## config.mk

```make
export PLATFORM = sky130hd
export DESIGN_NAME = slice_run_ctrl_flat
export DESIGN_NICKNAME = d
export VERILOG_FILES = /design/src/rtl/slice_run_ctrl_pkg.sv /design/src/rtl/slice_run_ctrl_if.sv /design/src/rtl/slice_run_ctrl.sv /design/src/flat_wrapper.sv
export SDC_FILE = /design/constraint.sdc
export NUM_CORES = 1
export LEC_CHECK = 0
export CAP_MARGIN = 40
export CORE_UTILIZATION = 30
export CTS_CLUSTER_DIAMETER = 200
export CTS_CLUSTER_SIZE = 28
export DETAILED_ROUTE_END_ITERATION = 10
export PLACE_DENSITY_LB_ADDON = 0.1
export SLEW_MARGIN = 25
export SYNTH_ARGS = -nofsm -noshare
export SYNTH_HDL_FRONTEND = slang
export SYNTH_SLANG_ARGS = --single-unit
```

## constraint.sdc

```tcl
create_clock -name clk -period 1.5 [get_ports clk]
set_input_delay 0.225 -clock clk [delete_from_list [all_inputs] [get_ports clk]]
set_output_delay 0.225 -clock clk [all_outputs]
set_load 0.01 [all_outputs]
```

## src/rtl/slice_run_ctrl_pkg.sv

```systemverilog
// slice_run_ctrl_pkg
//   Shared definitions for the slice run controller: default sizing,
//   state encoding and a small state-decode helper.
package slice_run_ctrl_pkg;

  localparam int NUM_SLICES_DEF = 16;
  localparam int CNT_W_DEF      = 5;

  // Plain vector encoding so legacy tooling and waveform filters keep working.
  typedef logic [2:0] state_t;

  localparam state_t S_IDLE   = 3'd0;
  localparam state_t S_ISSUE  = 3'd1;
  localparam state_t S_WAIT   = 3'd2;
  localparam state_t S_PAUSED = 3'd3;
  localparam state_t S_DRAIN  = 3'd4;
  localparam state_t S_DONE   = 3'd5;

  // A run is "busy" from the first issue until it is idle, done or drained.
  function automatic logic state_busy(input state_t s);
    return (s == S_ISSUE) || (s == S_WAIT) || (s == S_PAUSED) || (s == S_DRAIN);
  endfunction

endpackage

```

## src/rtl/slice_run_ctrl_if.sv

```systemverilog
// slice_run_ctrl_if
//   Controller <-> slice engine handshake.
//   slice_req_o / slice_idx_o : controller -> engine, request to process a slice
//   slice_ack_i               : engine -> controller, request accepted
//   slice_done_i              : engine -> controller, 1-cycle pulse, slice finished
//   Modports: master = run controller, slave = engine.
interface slice_run_ctrl_if #(
  parameter int CNT_W = 5
);
  logic             slice_req_o;
  logic [CNT_W-1:0] slice_idx_o;
  logic             slice_ack_i;
  logic             slice_done_i;

  modport master (output slice_req_o, slice_idx_o, input  slice_ack_i, slice_done_i);
  modport slave  (input  slice_req_o, slice_idx_o, output slice_ack_i, slice_done_i);
endinterface

```

## src/rtl/slice_run_ctrl.sv

```systemverilog
// slice_run_ctrl
//   Sequences a run of NUM_SLICES slices through the engine, one at a time,
//   driven by start / pause / abort key pulses. All outputs are registered.
// Ports
//   clk, rst_n      clock, async active-low reset
//   start_key_i     start a run (IDLE/DONE) or resume (PAUSED)
//   pause_key_i     toggle pause request (taken at slice boundary) / resume
//   abort_key_i     cancel the run (in-flight slice is drained first)
//   eng             engine handshake (master side)
//   start_o         1-cycle GO pulse on run start or resume
//   pause_o         high while paused
//   finish_o        high while the run is complete
//   slice_num_o     slices completed this run
//   busy_o          high while a run is in progress (incl. pause / drain)
module slice_run_ctrl
  import slice_run_ctrl_pkg::*;
#(
  parameter int NUM_SLICES = NUM_SLICES_DEF,
  parameter int CNT_W      = CNT_W_DEF
) (
  input  logic             clk,
  input  logic             rst_n,
  input  logic             start_key_i,
  input  logic             pause_key_i,
  input  logic             abort_key_i,
  slice_run_ctrl_if.master eng,
  output logic             start_o,
  output logic             pause_o,
  output logic             finish_o,
  output logic [CNT_W-1:0] slice_num_o,
  output logic             busy_o
);

  state_t           state_q, state_d;
  logic [CNT_W-1:0] cnt_d, cnt_inc;
  logic             pend_q, pend_d, pend_tgl, start_d;
  logic             req_q;

  assign cnt_inc  = slice_num_o + 1'b1;
  // A pause press in the same cycle as a boundary counts before the boundary.
  assign pend_tgl = pend_q ^ pause_key_i;

  always_comb begin
    state_d = state_q;
    cnt_d   = slice_num_o;
    pend_d  = pend_q;
    start_d = 1'b0;
    case (state_q)
      S_IDLE, S_DONE: begin
        if (abort_key_i) begin
          state_d = S_IDLE;
        end else if (start_key_i) begin
          state_d = S_ISSUE;
          cnt_d   = '0;
          start_d = 1'b1;
        end
      end
      S_ISSUE: begin
        // Abort here is the only case where an un-acked request may drop.
        if (abort_key_i) begin
          state_d = S_IDLE;
          pend_d  = 1'b0;
        end else begin
          pend_d = pend_tgl;
          if (eng.slice_ack_i) state_d = S_WAIT;
        end
      end
      S_WAIT: begin
        if (eng.slice_done_i) begin
          cnt_d  = cnt_inc;
          pend_d = 1'b0;
          // Abort landing on the done pulse: slice is already finished, no drain.
          if (abort_key_i)                          state_d = S_IDLE;
          else if (cnt_inc == CNT_W'(NUM_SLICES))   state_d = S_DONE;
          else if (pend_tgl)                        state_d = S_PAUSED;
          else                                      state_d = S_ISSUE;
        end else if (abort_key_i) begin
          state_d = S_DRAIN;
          pend_d  = 1'b0;
        end else begin
          pend_d = pend_tgl;
        end
      end
      S_PAUSED: begin
        if (abort_key_i) begin
          state_d = S_IDLE;
        end else if (pause_key_i || start_key_i) begin
          state_d = S_ISSUE;
          start_d = 1'b1;
        end
      end
      S_DRAIN: begin
        // Keys ignored; the finished slice still counts toward the display.
        if (eng.slice_done_i) begin
          cnt_d   = cnt_inc;
          state_d = S_IDLE;
        end
      end
      default: state_d = S_IDLE;
    endcase
  end

  always_ff @(posedge clk or negedge rst_n) begin
    if (!rst_n) begin
      state_q     <= S_IDLE;
      slice_num_o <= '0;
      pend_q      <= 1'b0;
      start_o     <= 1'b0;
      req_q       <= 1'b0;
      pause_o     <= 1'b0;
      finish_o    <= 1'b0;
      busy_o      <= 1'b0;
    end else begin
      state_q     <= state_d;
      slice_num_o <= cnt_d;
      pend_q      <= pend_d;
      start_o     <= start_d;
      req_q       <= (state_d == S_ISSUE);
      pause_o     <= (state_d == S_PAUSED);
      finish_o    <= (state_d == S_DONE);
      busy_o      <= state_busy(state_d);
    end
  end

  // The slice being requested/processed is always the next uncompleted one.
  assign eng.slice_req_o = req_q;
  assign eng.slice_idx_o = slice_num_o;

  a_req_stable: assert property (@(posedge clk) disable iff (!rst_n)
    eng.slice_req_o && !eng.slice_ack_i && !abort_key_i
      |=> eng.slice_req_o && $stable(eng.slice_idx_o));
  a_status_excl: assert property (@(posedge clk) disable iff (!rst_n)
    !(pause_o && finish_o));
  a_num_range: assert property (@(posedge clk) disable iff (!rst_n)
    slice_num_o <= CNT_W'(NUM_SLICES));
  a_done_legal: assert property (@(posedge clk) disable iff (!rst_n)
    eng.slice_done_i |-> (state_q == S_WAIT || state_q == S_DRAIN));

endmodule

```

## src/flat_wrapper.sv

```systemverilog
// flat-port wrapper written by rule: the top's interface ports become plain ports
module slice_run_ctrl_flat import slice_run_ctrl_pkg::*;
#(
  parameter int NUM_SLICES = NUM_SLICES_DEF,
  parameter int CNT_W      = CNT_W_DEF
)
  (clk, rst_n, start_key_i, pause_key_i, abort_key_i, start_o, pause_o, finish_o, slice_num_o, busy_o, eng_slice_req_o, eng_slice_idx_o, eng_slice_ack_i, eng_slice_done_i);
  slice_run_ctrl_if #(.CNT_W(CNT_W)) eng_i ();
  input  logic clk;
  input  logic rst_n;
  input  logic start_key_i;
  input  logic pause_key_i;
  input  logic abort_key_i;
  output logic start_o;
  output logic pause_o;
  output logic finish_o;
  output logic [CNT_W-1:0] slice_num_o;
  output logic busy_o;
  output wire logic [$bits(eng_i.slice_req_o)-1:0] eng_slice_req_o;
  output wire logic [$bits(eng_i.slice_idx_o)-1:0] eng_slice_idx_o;
  input wire logic [$bits(eng_i.slice_ack_i)-1:0] eng_slice_ack_i;
  input wire logic [$bits(eng_i.slice_done_i)-1:0] eng_slice_done_i;
  assign eng_slice_req_o = eng_i.slice_req_o;
  assign eng_slice_idx_o = eng_i.slice_idx_o;
  assign eng_i.slice_ack_i = eng_slice_ack_i;
  assign eng_i.slice_done_i = eng_slice_done_i;
  slice_run_ctrl #(.NUM_SLICES(NUM_SLICES), .CNT_W(CNT_W)) u_core (.clk(clk), .rst_n(rst_n), .start_key_i(start_key_i), .pause_key_i(pause_key_i), .abort_key_i(abort_key_i), .eng(eng_i), .start_o(start_o), .pause_o(pause_o), .finish_o(finish_o), .slice_num_o(slice_num_o), .busy_o(busy_o));
endmodule
```

==> reports/results.ini, run 1 <==
[status]
status=finished with violations
violations=DRC, setup timing

[power]
p_sw_uw=403
swShare_pct=32.4
pwr-share-seq_pct=37.6
power_density_nw_per_um2=855
p_comb_share_pct=39.4
internal_power_uw=839
p_clk_share_pct=23.0
p_leak_uw=0.000669
ir_worst_vdd_uv=417

[layout]
regArea_sq_um=354
final_nets=158
diodes=0
syn_to_final_growth_pct=57.5
fillerInstances=271
drive_gt1_share_pct=40.9
fin_area_sq_um=1450
layoutNonFillerInstCount=180
multi_input_area_sq_um=566

[synth]
yosys.area.top_type=dfrtp_1
yosys.area_share.simple_pct=28.8
synthArstFlopShare_pct=100
synth-compound-area-share_pct=20.4
synth-seq-cells=14
synth_adder_area_share_pct=1.36
ys.warnings.count=0
synth_area_leaders=dfrtp_1 (38%), buf_4 (5.7%), nand3_1 (4.3%), nand2_1 (4.1%), nor2b_1 (3.4%)
ys_seq_area_share_pct=38.0
ys.flop_type=dfrtp_1
synth_cell_types=37
synth_cells=101
yosysMostFrequentCell=dfrtp_1
yosys.area.top_type_share_pct=38.0
synth_nets=109
synth_area_per_cell_sq_um=9.13
synth_top_family_by_area=simple AND/OR/NAND/NOR gates
synth_edf_count=0
synth_area_sq_um=922
muxShareOfSynthArea_pct=0
netlist_top_cells_count=dfrtp_1 (14), nand2_1 (10), nand3_1 (8), buf_4 (7), nor2_1 (6)
synth_xor_area_share_pct=2.85

[grt]
grt_usage_pct=16.6
antenna_found_initial=0
grt_overflow_total=0
first_global_vias=908
grt_max_degree=15
grt_pass1_wl_um=4130

[placed_design]
post-place-ws_ns=-0.271
placed_cell_area_sq_um=1310
dp.cells=172
hpwl_um=1780
port-buffer-count=21
gp_congestion=0.838

[clocking]
cts_sinks=14
cts_made_buffers=3
cts_root_buf=clkbuf_4
cts_tree=done
clk_latency_ns=0.30
clk_pin_slew_ns=0.09
clockBufferDepth=2
htree_levels=1

[floorplan]
rows=19
die_h_um=57.4
ios=22
die_w_um=57.4
start_util_pct=32.6
dieArea_sq_um=3300
core_sq_um=2830

[detailed_routing]
highest_layer=met4
drc=2
vias=889
wl_um=2340
dr_wl_met2_um=1140
route.detailed.wl_per_inst_um=13.0
dr.pass1.iters=7
antenna_left=0
drt_iter0_drc=20
drt-met1-wl_um=1070
avgViaCountPerCell=4.94
wl_met3_um=106

[sta]
clock_skew_ns=0.00796
worst_hold_slack_ns=0.228
rsz0062_at_grt=yes
setup_ws_ns=-0.0192
fmax_mhz=658
hold_viol=0
drv_slew=0
relSlewSlack_pct=81.4
worst_slew_pin_slew_ns=0.277
setup_viol=4
timing.final.crit_share_pct=101
min_period_ns=1.52

[critical_path]
r2r.worst_path.cells=5
crit_path_start_kind=register
crit_family=simple AND/OR/NAND/NOR gates
rrSetupSlack_ns=-0.02
cp_cell_sequence=xnor2_2 > a32o_2 > a21oi_4 > or4b_1 > nand3_1
cpPeakStageDelay_ns=0.47
critical_path_buf_inv_count=0
reg2reg_to=u_core.eng.slice_idx_o[4]
cp.required_ns=1.74
critPathMaxFanout=6
rr_startpoint=u_core.state_q[0]
slowest_stage=dfrtp_2
end_kind=register
worst_ep_arrival_time_ns=1.76
worstSetupPathType=register to register

[run]
drv_cap=0

[min_path]
hold_path.class=input port to async pin

sequential cells by signal, summed over array words and instances (netlist names):
register                cells
u_core.eng.slice_idx_o      5
u_core.busy_o               1
u_core.eng.slice_req_o      1
u_core.pause_o              1
u_core.finish_o             1
u_core.start_o              1
u_core.state_q              3
u_core.pend_q               1
layout make-up:
type                            instances  area share [%]
Inverter                                4            1.12
Tap cell                               31            2.67
Sequential cell                        14            24.4
Multi-Input combinational cell         75            38.9
Timing Repair Buffer                   52            30.4
Clock buffer                            4            2.50
layout by cell type (no fill, tap or decap), types with 4 or more instances in the layout:
master            n
nand2b_1          4
nand2_1          10
dfrtp_1          11
nand3_1           7
clkdlybuf4s50_1  14
buf_4            29
nor2_1            5
o21ai_0           5
dlygate4sd2_1     7
metrics by stage:
stage,setup TNS [ns],util (%),power (uW)
after floorplan,0,-,706
after global placement,-1.71,46.3,912
after detailed placement,-1.99,46.3,926
after CTS,-0.0762,49.9,1240
after global routing,-0.342,51.3,1330
final,-0.0442,51.3,1240
repair_timing:
action                     in CTS  in global routing
gates cloned                    0                  0
hold buffers                    0                  0
pin swaps                       6                  7
setup endpoints to repair      15                  9
resized for setup              19                  9
setup buffers                   4                  0
worst register-to-register path, cell delays in order (launching register included):
cell	delay, ns
dfrtp_2	0.47
xnor2_2	0.16
a32o_2	0.21
a21oi_4	0.07
or4b_1	0.47
nand3_1	0.09
routing by layer:
metal  vias to the layer above  GRT usage [%]
met4                         0           5.23
met5                         -              0
met3                         5           5.90
met2                        14           27.1
li1                        447              -
met1                       423           20.4
power groups by stage:
stage / Clock (uW) / Sequential [uW] / Combinational (uW)
floorplan: 0 / 485 / 221
global placement: 0 / 475 / 438
detailed placement: 0 / 478 / 448
CTS: 299 / 466 / 475
global route: 314 / 475 / 542
finish: 286 / 467 / 489
how the worst max path moves through the flow:
stage               cells after the start  slack [ns]                         to                      start
floorplan                               6        0.02     u_core.eng.slice_req_o  u_core.eng.slice_idx_o[0]
global placement                        5       -0.26  u_core.eng.slice_idx_o[4]                start_key_i
detailed placement                      6       -0.27  u_core.eng.slice_idx_o[3]           eng_slice_done_i
CTS                                     5       -0.05  u_core.eng.slice_idx_o[4]          u_core.state_q[2]
global route                            5       -0.07  u_core.eng.slice_idx_o[4]          u_core.state_q[0]
finish                                  5       -0.02  u_core.eng.slice_idx_o[4]          u_core.state_q[0]
logic make-up (layout without fill, tap and decap cells):
kind of cell,after synthesis,in the layout
adder cells (fa/ha/maj),1,1
flip-flops,14,14
AO/OA/AOI/OAI,25,25
AND/OR/NAND/NOR,46,46
buffers and inverters,12,60
XOR/XNOR,3,3
Power figures use the tool's default switching activity.
==> inputs of run 2 (changes only) <==
--- a/config.mk
+++ b/config.mk
@@ -11,6 +11,7 @@
 export CTS_CLUSTER_SIZE = 28
 export DETAILED_ROUTE_END_ITERATION = 10
 export PLACE_DENSITY_LB_ADDON = 0.1
+export RECOVER_POWER = 50
 export SLEW_MARGIN = 25
 export SYNTH_ARGS = -nofsm -noshare
 export SYNTH_HDL_FRONTEND = slang
==> run 2 against run 1 <==
Highest routed layer unchanged; sequential share of layout area is 0.063 points higher; register-to-register slack about the same; non-clock buffer count unchanged; clock power about the same; clock skew unchanged; combinational power about the same; critical path depth is the same; critical endpoint unchanged; first-iteration DRC count unchanged; clock-buffer cell count did not move; the flow still finishes with violations (DRC, setup timing); core utilization decreased by 0.13 points; final cell count unchanged.
==> reports/results.ini, run 2 (synthesis results as in run 1) <==
[floorplan]
rows=19  ; unchanged
core_sq_um=2830  ; unchanged
dieArea_sq_um=3300  ; unchanged
die_h_um=57.4  ; unchanged
ios=22  ; unchanged
start_util_pct=32.6  ; unchanged
die_w_um=57.4  ; unchanged

[sta]
drv_slew=0  ; unchanged
hold_viol=0  ; unchanged
worst_hold_slack_ns=0.498  ; +0.271 ns
relSlewSlack_pct=49.3  ; -32 points
setup_ws_ns=-0.0192  ; unchanged
setup_tns_ns=-0.0442  ; unchanged
rsz0062_at_grt=yes
min_period_ns=1.52  ; unchanged
fmax_mhz=658  ; unchanged
clock_skew_ns=0.00796  ; unchanged
timing.final.crit_share_pct=101  ; unchanged
setup_viol=4  ; unchanged
worst_slew_pin_slew_ns=0.760  ; +0.483 ns

[grt]
first_global_vias=908  ; unchanged
antenna_found_initial=0  ; unchanged
grt_pass1_wl_um=4130  ; unchanged
grt_usage_pct=16.6  ; unchanged
grt_overflow_total=0  ; unchanged
grt_max_degree=15  ; unchanged

[power]
p_comb_share_pct=39.3  ; about the same
p_leak_uw=0.000665  ; -0.50%
power_density_nw_per_um2=856  ; +0.11%
ir_worst_vdd_uv=417  ; about the same
swShare_pct=32.5  ; +0.041 points
internal_power_uw=838  ; -0.21%
finalPower_uw=1240  ; -0.15%
p_sw_uw=403  ; about the same
p_clk_share_pct=23.0  ; about the same
pwr-share-seq_pct=37.7  ; about the same

[critical_path]
slowest_stage=dfrtp_2
end_kind=register
cp.required_ns=1.74  ; about the same
crit_family=simple AND/OR/NAND/NOR gates
worstSetupPathType=register to register
cp_cell_sequence=xnor2_2 > a32o_2 > a21oi_4 > or4b_1 > nand3_1
worst_ep_arrival_time_ns=1.76  ; about the same
crit_path_start_kind=register
critical_path_buf_inv_count=0  ; unchanged
critPathMaxFanout=6  ; unchanged
cpPeakStageDelay_ns=0.47  ; about the same

[status]
status=finished with violations
violations=DRC, setup timing

[clocking]
cts_root_buf=clkbuf_4
cts_tree=done
clockBufferDepth=2  ; unchanged
cts_sinks=14  ; unchanged
clk_latency_ns=0.30  ; about the same
htree_levels=1  ; unchanged
cts_made_buffers=3  ; unchanged
clk_pin_slew_ns=0.09  ; about the same
postCtsHoldBufs=0  ; unchanged

[detailed_routing]
route.detailed.wl_per_inst_um=13.0  ; -0.13%
drc=2  ; unchanged
dr.pass1.iters=7  ; unchanged
antenna_left=0  ; unchanged
vias=889  ; unchanged
wl_um=2340  ; -0.13%
avgViaCountPerCell=4.94  ; unchanged
drt_iter0_drc=20  ; unchanged

[placed_design]
hpwl_um=1780  ; unchanged
port-buffer-count=21  ; unchanged
dp.cells=172  ; unchanged
gp_congestion=0.838  ; unchanged

[layout]
drive_gt1_share_pct=40.3  ; -0.67 points
regArea_sq_um=354  ; unchanged
diodes=0  ; unchanged
fin_util_pct=51.2  ; -0.13 points
final_nets=158  ; unchanged
layout_common_cells=buf_4 (28), clkdlybuf4s50_1 (13), dfrtp_1 (11)
largest_reg_flops=5  ; unchanged
final_common_cell=buf_4
syn_to_final_growth_pct=57.1
fillerInstances=273  ; +0.74%
layoutNonFillerInstCount=180  ; unchanged
multi_input_area_sq_um=566  ; unchanged

[min_path]
hold_path.class=input port to async pin

[run]
drv_cap=0  ; unchanged

## run 2: changes by cell type in the layout (fill, tap and decap cells not counted)
cell,before,now
dlygate4sd3_1,0,1
buf_4,29,28
clkdlybuf4s50_1,14,13
clkbuf_1,0,1
## run 2: power groups by stage
| stage | clock (uW) | combinational [uW] | sequential, uW |
|---|---|---|---|
| detailed placement | 0 | 448 | 478 |
| CTS | 299 | 475 | 466 |
| global placement | 0 | 438 | 475 |
| floorplan | 0 | 221 | 485 |
| global route | 314 | 540 | 475 |
| finish | 286 | 487 | 467 |
## run 2: worst reg2reg max path, stage by stage (launching register included)
cell	delay, ns
dfrtp_2	0.47
xnor2_2	0.16
a32o_2	0.21
a21oi_4	0.07
or4b_1	0.47
nand3_1	0.09
## run 2: cell type report
cell class | count | area share, %
Multi-Input combinational cell | 75 | 39.0
Timing Repair Buffer | 52 | 30.2
Sequential cell | 14 | 24.4
Tap cell | 31 | 2.68
Clock buffer | 4 | 2.50
Inverter | 4 | 1.12
## run 2: what timing repair did
action,4_1_cts,5_1_grt
setup buffers,4,0
setup endpoints to repair,15,9
resized for setup,19,9
pin swaps,6,7
## run 2: final timing paths
check                                            end  slack, ns               from  depth (start not counted)
setup / recovery           u_core.eng.slice_idx_o[4]      -0.02  u_core.state_q[0]                          5
hold / removal                        u_core.start_o       0.50              rst_n                          2
setup reg to reg           u_core.eng.slice_idx_o[4]      -0.02  u_core.state_q[0]                          5
hold reg to reg                        u_core.pend_q       0.58      u_core.pend_q                          2
max in group asynchronous          u_core.state_q[2]       0.47              rst_n                          2
min in group clk                       u_core.pend_q       0.58      u_core.pend_q                          2
## run 2: routing by layer
layer	wire length, um	global-route usage [%]	vias to the layer above
met5	0	0	-
met4	33	5.23	0
met3	105	5.90	5
met1	1060	20.4	423
li1	-	-	447
met2	1140	27.1	14
## run 2: through the flow
step	setup slack [ns]	cell area, sq um
after CTS	-0.0460	1410
final	-0.0192	1450
after floorplan	0.0166	922
after global routing	-0.0735	1450
after global placement	-0.256	1310
after detailed placement	-0.271	1310
==> inputs of run 3 (changes only) <==
--- a/config.mk
+++ b/config.mk
@@ -11,7 +11,6 @@
 export CTS_CLUSTER_SIZE = 28
 export DETAILED_ROUTE_END_ITERATION = 10
 export PLACE_DENSITY_LB_ADDON = 0.1
-export RECOVER_POWER = 50
 export SLEW_MARGIN = 25
 export SYNTH_ARGS = -nofsm -noshare
 export SYNTH_HDL_FRONTEND = slang
==> constraint.sdc (replaced) <==
create_clock -name clk -period 1.6 [get_ports clk]
set_input_delay 0.24 -clock clk [delete_from_list [all_inputs] [get_ports clk]]
set_output_delay 0.24 -clock clk [all_outputs]
set_load 0.01 [all_outputs]
==> run 3 against run 2 <==
Cell area fell by 5.9%; the run ends with DRC left; non-clock buffer count shrank 8; fmax decreased by 3.2%; critical path type unchanged; clock power is 10% lower; register-to-register slack better by 0.05 ns; core utilization shrank 3.0 points; critical path depth stayed put; global-route usage is 2.3 points lower.
==> reports/results.ini, run 3 (synthesis results as in run 1) <==
[critical_path]
worst_ep_arrival_time_ns=1.79  ; +0.03 ns
cp.required_ns=1.82  ; +0.08 ns
rr_startpoint=u_core.state_q[0]
rrSetupSlack_ns=0.03  ; +0.05 ns
worstSetupPathType=register to register
reg2reg_to=u_core.eng.slice_idx_o[3]
r2r.worst_path.cells=5  ; unchanged
crit_path_start_kind=register
end_kind=register
critPathMaxFanout=7  ; +1

[power]
p_comb_share_pct=37.4  ; -1.9 points
p_sw_uw=360  ; -11%
p_clk_share_pct=22.6  ; -0.4 points
finalPower_uw=1130  ; -8.6%
swShare_pct=31.7  ; -0.76 points
pwr-share-seq_pct=40.0  ; +2.3 points
internal_power_uw=774  ; -7.6%
ir_worst_vdd_uv=415  ; -0.57%
p_leak_uw=0.000606  ; -8.9%
power_density_nw_per_um2=831  ; -2.9%

[sta]
worst_hold_slack_ns=0.257  ; -0.242 ns
drv_slew=0  ; unchanged
fmax_mhz=637  ; -3.2%
worst_slew_pin_slew_ns=0.338  ; -0.422 ns
setup_viol=0  ; -4
relSlewSlack_pct=77.3  ; +28 points
rsz0062_at_grt=yes
hold_viol=0  ; unchanged
min_period_ns=1.57  ; +0.0507 ns
timing.final.crit_share_pct=98.1  ; -3.2 points
clock_skew_ns=0.00509  ; -0.00287 ns

[grt]
grt_max_degree=15  ; unchanged
gr-usage-met1_pct=19.5  ; -0.88 points
grt_overflow_total=0  ; unchanged
grt_usage_pct=14.2  ; -2.3 points
globalRouteMet3Util_pct=4.54  ; -1.4 points
antenna_found_initial=0  ; unchanged
first_global_vias=795  ; -12%
grt_busiest_layer=met2
grt_pass1_wl_um=3620  ; -13%
use_met2_pct=21.9  ; -5.1 points

[floorplan]
die_h_um=57.4  ; unchanged
rows=19  ; unchanged
dieArea_sq_um=3300  ; unchanged
ios=22  ; unchanged
die_w_um=57.4  ; unchanged
core_sq_um=2830  ; unchanged
start_util_pct=32.6  ; unchanged

[clocking]
cts_sinks=14  ; unchanged
postCtsHoldBufs=0  ; unchanged
cts_root_buf=clkbuf_4
cts_made_buffers=3  ; unchanged
cts_tree=done
clockBufferDepth=2  ; unchanged
clk_pin_slew_ns=0.09  ; about the same
clk_latency_ns=0.28  ; -0.02 ns
htree_levels=1  ; unchanged

[layout]
diodes=0  ; unchanged
final_common_cell=buf_4
largest_reg_flops=5  ; unchanged
drive_gt1_share_pct=36.2  ; -4.1 points
fin_area_sq_um=1360  ; -5.9%
final_nets=150  ; -5.1%
layout_common_cells=buf_4 (23), clkdlybuf4s50_1 (19), nand2_1 (10)
fin_util_pct=48.2  ; -3.0 points
syn_to_final_growth_pct=47.9
layoutNonFillerInstCount=172  ; -4.4%

[min_path]
hold_path.class=input port to async pin

[detailed_routing]
drc=2  ; unchanged
drt_iter0_drc=18  ; -10%
wl_um=2290  ; -2.2%
antenna_left=0  ; unchanged
vias=860  ; -3.3%
dr.pass1.iters=7  ; unchanged
route.detailed.wl_per_inst_um=13.3  ; +2.4%
avgViaCountPerCell=5.00  ; +1.2%

[run]
drv_cap=0  ; unchanged

[placed_design]
port-buffer-count=21  ; unchanged
gp_congestion=0.859  ; +2.5%
hpwl_um=1700  ; -4.5%
dp.cells=163  ; -5.2%
placed_cell_area_sq_um=1240  ; -5.2%

[status]
status=finished with violations
violations=DRC

[run 3: metal layers]
| layer | up-vias | routed length [um] |
|---|---|---|
| met5 | - | 0 |
| met4 | 0 | 10 |
| met3 | 2 | 76 |
| met2 | 15 | 1090 |
| met1 | 411 | 1110 |
| li1 | 432 | - |
[run 3: what timing repair did]
item / in CTS / in global routing
endpoints found under the setup margin: 7 / 8
setup buffers: 3 / 2
pin swaps: 1 / 2
resized for setup: 6 / 11
[run 3: critical path, cell delays in order (launching register included)]
cell	delay [ns]
dfrtp_2	0.47
nor2b_1	0.19
nor2b_2	0.21
a21oi_2	0.08
or4b_1	0.47
nand3_1	0.09
[run 3: power by group through the flow]
| stage | clock (uW) | combinational (uW) | sequential (uW) |
|---|---|---|---|
| floorplan | 0 | 207 | 455 |
| detailed placement | 0 | 379 | 458 |
| finish | 256 | 424 | 454 |
| global placement | 0 | 376 | 456 |
| CTS | 265 | 400 | 452 |
| global route | 283 | 461 | 461 |
[run 3: stage by stage]
stage	setup WS, ns	TNS [ns]
5_1_grt	-0.0323	-0.0440
2_1_floorplan	0.117	0
4_1_cts	0.00618	0
6_report	0.0301	0
3_3_place_gp	-0.155	-0.725
3_5_place_dp	-0.201	-0.988
[run 3: how the worst max path moves through the flow]
stage,slack (ns),to,cells past startpoint,start
2_1_floorplan,0.12,u_core.eng.slice_req_o,6,u_core.eng.slice_idx_o[0]
3_3_place_gp,-0.15,u_core.eng.slice_idx_o[4],6,eng_slice_done_i
3_5_place_dp,-0.20,u_core.eng.slice_idx_o[3],6,eng_slice_done_i
4_1_cts,0.006,u_core.eng.slice_idx_o[3],5,u_core.state_q[2]
5_1_grt,-0.03,u_core.eng.slice_idx_o[3],5,u_core.state_q[0]
6_report,0.03,u_core.eng.slice_idx_o[3],5,u_core.state_q[0]
[run 3: final cells by class]
class                           count  area [sq um]
Clock buffer                        4          36.3
Sequential cell                    14           359
Timing Repair Buffer               44           388
Fill cell                         262          1470
Inverter                            4          16.3
Multi-Input combinational cell     75           526
Tap cell                           31          38.8
